`src/rtl/load_counter_pkg.sv`:
```
// Shared types and sizing for the loadable up-counter.
// The counter width defaults to CNT_W; cnt_t is the matching count type.
package load_counter_pkg;

  localparam int CNT_W = 8;

  typedef logic [CNT_W-1:0] cnt_t;

endpackage : load_counter_pkg

```
`src/rtl/load_counter.sv`:
```
// Loadable free-running up-counter: each edge either loads data_in or adds one.
// Asynchronous active-high clear; q comes straight from the register.
module load_counter
  import load_counter_pkg::*;
#(
  parameter int WIDTH = CNT_W
) (
  input  logic             clk,
  input  logic             rst,
  input  logic [WIDTH-1:0] data_in,
  input  logic             ld,
  input  logic             inc,
  output logic [WIDTH-1:0] q
);

  // inc is kept only for interface compatibility; counting never depends on it.
  logic unused_inc;
  assign unused_inc = inc;

  always_ff @(posedge clk or posedge rst) begin
    if (rst) begin
      q <= '0;
    end else if (ld) begin
      q <= data_in;
    end else begin
      q <= q + WIDTH'(1);
    end
  end

endmodule : load_counter

```
`config.mk`:
```
export PLATFORM = sky130hd
export DESIGN_NAME = load_counter
export DESIGN_NICKNAME = d
export VERILOG_FILES = /design/src/rtl/load_counter_pkg.sv /design/src/rtl/load_counter.sv
export SDC_FILE = /design/constraint.sdc
export NUM_CORES = 1
export LEC_CHECK = 0
export BUFFER_PORTS_ARGS = -buffer_cell sky130_fd_sc_hd__buf_2
export CAP_MARGIN = 20
export CORE_AREA = 2 2 39 41
export DETAILED_ROUTE_END_ITERATION = 12
export DIE_AREA = 0 0 41 43
export GPL_TIMING_DRIVEN = 0
export PLACE_DENSITY = 0.63
export SLEW_MARGIN = 20
export SYNTH_ARGS = -nofsm -noshare
export SYNTH_HDL_FRONTEND = slang
export SYNTH_SLANG_ARGS = --single-unit
```
`constraint.sdc`:
```
create_clock -name clk -period 2.63 [get_ports clk]
set_input_delay 0.526 -clock clk [delete_from_list [all_inputs] [get_ports clk]]
set_output_delay 0.526 -clock clk [all_outputs]
set_load 0.05 [all_outputs]
```
# Yosys cells after proc, flatten, opt, wreduce, memory -nomap -nowiden
# Cells that the tools add are included.
# Widths: inputs -> output; s select.
[word_totals]
word_cells = 3
regBits = 8
[classes]
n_mux = 1
addsub = 1
[op_table]
columns = ["cell", "n"]
rows = [
  ["$add 8x1->8 const B", 1],
  ["$mux 8", 1],
]

# Logic depth before layout (Yosys ltp)
[depth]
ltp_word = 2
ltp_mapped = 4

# Least setup slack after synthesis
# No wires, ideal clock.
[synth_timing]
path_kind = "register to register"
startpoint = "reg q[0]"
endpoint = "reg q[6]"
path_buffers = 0
path_slack_ps = 1011
t_required_ps = 2560
arrival_time_ps = 1549
stages_incl_launch_ff = 5
synth_period_minus_slack_ps = 1619
path_cell_list = "dfrtp_1 ha_1 nand2_1 or4_1 nand3_1"
[synth_via]
elab_chain_cells = 2
[synth_lines]
columns = ["element", "line", "text"]
rows = [
  ["start: declaration", "load_counter.sv:13", "output logic [WIDTH-1:0] q"],
  ["start signal: assignment", "load_counter.sv:24", "q <= data_in;"],
  ["start signal: assignment", "load_counter.sv:26", "q <= q + WIDTH'(1);"],
  ["$add 8x1->8", "load_counter.sv:26", ""],
  ["$mux 8", "load_counter.sv:23", "end else if (ld) begin"],
]
# No other way between the ends.

# Worst setup path in the final report
[layout_timing]
startpoint = "reg q[2]"
endpoint = "out q[2]"
# No word-level cell between the ends.

==> reports/results.md <==
| Quantity | Reported | Unit |
|:---|:---|:---|
| Maximum single-stage delay on the critical path | 0.44 | ns |
| Clock sink count | 8 | - |
| Crit-path leading delay family | flip-flops | - |
| Die span in y | 43 | microns |
| First-pass GRT wire length | 1.50 | mm |
| Worst Setup Slack post-DPL | 1.29 | ns |
| Category of the worst setup path capture point | output pin | - |
| Critical path cell sequence | buf_2 | - |
| Sequential share of the synthesized area | 0.495 | - |
| Largest register FFs | 8 | - |
| Total Power | 0.371 | mW |
| Number of pins with negative max-slew slack in the final report | 0 | - |
| Max frequency | 0.660 | GHz |
| Remaining routing DRC violations | 0 | - |
| Capture instance of the worst register-to-register path | q[6] | - |
| Fraction of final layout cells with drive strength greater than 1 | 0.365 | - |
| Endpoints failing setup | 0 | - |
| Mean cell area of the mapped netlist | 9.62 | sq um |
| Sequential cell area in the final layout | 200 | sq um |
| Critical path required time | 2.10 | ns |
| Reg with most FFs | q | - |
| Utilization after layout | 0.388 | - |
| Cell variety after synth | 16 | - |
| Slowest stage cell on the critical path | sky130_fd_sc_hd__dfrtp_1 | - |
| Post-detailed-routing wire length | 896 | microns |
| Met1 track demand over resource | 0.184 | - |
| GR met2 Demand/Resource | 0.159 | - |
| Max IR drop VDD | 0.244 | mV |
| CP bufs+invs | 1 | - |
| Number of nets with antenna violations after detailed routing | 0 | - |
| Post-CTS Hold Fix Bufs | 0 | - |
| Total negative slack for setup checks | 0 | ns |
| TritonCTS clock tree | built | - |
| Yosys warning total | 0 | - |
| Effective utilization at floorplan | 0.292 | - |
| Max H-tree Level | 1 | - |
| Post-Syn Instances | 42 | - |
| Final critical-path setup slack | 1.12 | ns |
| Maximum clock path buffer count | 2 | - |
| Register-to-Register Setup Slack | 1.29 | ns |
| Clock transition time at the flip-flop clock pins of the worst setup and hold paths | 0.06 | ns |
| Setup Crit Path Kind | flip-flop to output pin | - |
| Number of failing hold endpoints at the final stage | 0 | - |
| First-pass DRT Iterations | 3 | - |
| Classification of the worst-slack hold path | input pin to asynchronous set/reset pin | - |
| FF-to-FF path depth | 4 | - |
| Count of non-filler cells in the finished layout | 79 | - |
| Max-Slew Margin vs Limit | 0.795 | - |
| Total congestion overflow | 0 | - |
| Horizontal extent of the die | 41 | microns |
| Outcome | finished, final reports clean | - |
| Unrepaired setup endpoints after global routing | no | - |
| Met3 usage in global routing | 0.0314 | - |
| Total of fill cells in the finished design | 157 | - |
| Biggest regs | q (8) | - |
| Layout-stage area growth over the synthesis result | 32.8 | % |
| HPWL reported at the end of detailed placement | 686 | microns |
| Mapped Nets | 55 | - |
| Inserted Diodes | 0 | - |
| Count of pins on the block boundary | 20 | - |
| Post-route worst hold slack | 0.204 | ns |
| Placed insts | 76 | - |
| Largest fanout of any net on the critical path | 6 | - |
| Layout Cell Area excl Fill | 537 | sq um |
| Most heavily used metal layer in global routing | met1 | - |
| Minimum period implied by the final worst setup slack | 1.51 | ns |
| Total placed instance area | 514 | sq um |
| Vias per cell | 4.78 | - |
| Total power divided by cell area | 691 | nW/um^2 |
| Arrival time of the worst setup path | 0.99 | ns |
| First-iteration detailed-routing DRC count | 6 | - |
| Routed length per instance | 11.3 | microns |
| Via count | 378 | - |
| CP Launch Type | flip-flop | - |
| Clock insertion delay at the later pin of the skew report | 0.25 | ns |
| Largest net degree at the start of global routing | 11 | - |
| Final weighted congestion in routability-driven placement | 0.698 | - |
| GRT Util Overall | 0.129 | - |
| Slew at the pin closest to its max-slew limit | 0.307 | ns |
| Vias in the first global route | 342 | - |
| Max Cap Viol | 0 | - |
| Number of setup buffers added after CTS | 0 | - |
| Net count reported at finish | 78 | - |
| I/O Buffers | 18 | - |
| Leakage power figure | 0.267 | nW |
| Synth Register Bits | 8 | - |
| Die area | 1760 | sq um |
| Launch instance of the worst register-to-register path | q[0] | - |
| Floorplan core area | 1380 | sq um |
| Number of buffers inserted during clock tree synthesis | 3 | - |
| Area of the multi-input gates | 189 | sq um |
| Cell chosen for the clock root | sky130_fd_sc_hd__clkbuf_4 | - |
| Worst clock skew | 0.00827 | ns |
| Mapped cell area | 404 | sq um |
| Site row count | 14 | - |
| Number of antenna violations at the first check in global routing | 0 | - |
| Period Utilization, post-route | 0.576 | - |
| Count of cells resized by post-cts repair | 0 | - |
-- power by group --
part / internal, mW / total [mW] / switching, mW
clock: 0.0522 / 0.0941 / 0.0418
combinational: 0.0348 / 0.120 / 0.0848
sequential: 0.139 / 0.157 / 0.0182
-- logic make-up (layout without fill, tap and decap cells) --
group                    after synthesis  count (layout)  synth area share
multiplexers                           1               1            0.0279
AO/OA/AOI/OAI                          8               8             0.136
XOR/XNOR                               3               3            0.0650
adder cells (fa/ha/maj)                1               1            0.0310
AND/OR/NAND/NOR                       18              18             0.207
flip-flops                             8               8             0.495
buffers and inverters                  3              24            0.0372
-- metal layers --
metal  up-vias  wire [microns]  part of all wire
met1       168             424              0.47
met4         0              19             0.021
li1        195               -                 -
met5         -               0                 0
met3         2              56             0.063
met2        13             396              0.44
-- cells in the mapped netlist --
| master | n | area [sq um] |
|---|---|---|
| sky130_fd_sc_hd__o21ai_0 | 4 | 20.0 |
| sky130_fd_sc_hd__ha_1 | 1 | 12.5 |
| sky130_fd_sc_hd__nand4_1 | 1 | 6.26 |
| sky130_fd_sc_hd__inv_1 | 2 | 7.51 |
| sky130_fd_sc_hd__xnor2_1 | 1 | 8.76 |
| sky130_fd_sc_hd__o211ai_1 | 2 | 15.0 |
| sky130_fd_sc_hd__nand3_1 | 5 | 25.0 |
| sky130_fd_sc_hd__a221o_1 | 1 | 10.0 |
| sky130_fd_sc_hd__dfrtp_1 | 8 | 200 |
| sky130_fd_sc_hd__nor2_1 | 2 | 7.51 |
| sky130_fd_sc_hd__buf_4 | 1 | 7.51 |
| sky130_fd_sc_hd__o211a_1 | 1 | 10.0 |
| sky130_fd_sc_hd__mux2_2 | 1 | 11.3 |
| sky130_fd_sc_hd__or4_1 | 2 | 15.0 |
| sky130_fd_sc_hd__nand2_1 | 8 | 30.0 |
| sky130_fd_sc_hd__xor2_1 | 2 | 17.5 |
-- worst max path at each step --
| stage | cells after the start | slack (ns) | endpoint | startpoint |
|---|---|---|---|---|
| 2_1_floorplan | 4 | 1.01 | q[6] | q[0] |
| 3_3_place_gp | 3 | 1.30 | q[6] | ld |
| 3_5_place_dp | 3 | 1.29 | q[5] | ld |
| 4_1_cts | 1 | 1.11 | q[2] | q[2] |
| 5_1_grt | 1 | 1.07 | q[2] | q[2] |
| 6_report | 1 | 1.12 | q[2] | q[2] |
-- cell usage in the layout (no fill, tap or decap), types with 3 or more instances in the layout --
master and instances:
sky130_fd_sc_hd__clkbuf_4 3, sky130_fd_sc_hd__buf_2 18, sky130_fd_sc_hd__o21ai_0 4, sky130_fd_sc_hd__nand2_1 8, sky130_fd_sc_hd__dfrtp_1 8, sky130_fd_sc_hd__nand3_1 5
-- area by class of cell --
cell class / count / share of cell area
plain buffers: 1 / 0.0140
inverters: 2 / 0.0140
well taps: 16 / 0.0373
multi-input cells: 31 / 0.352
repair buffers: 18 / 0.168
clock buffers: 3 / 0.0420
flip-flops and latches: 8 / 0.373
(Power assumes the default switching activity.)
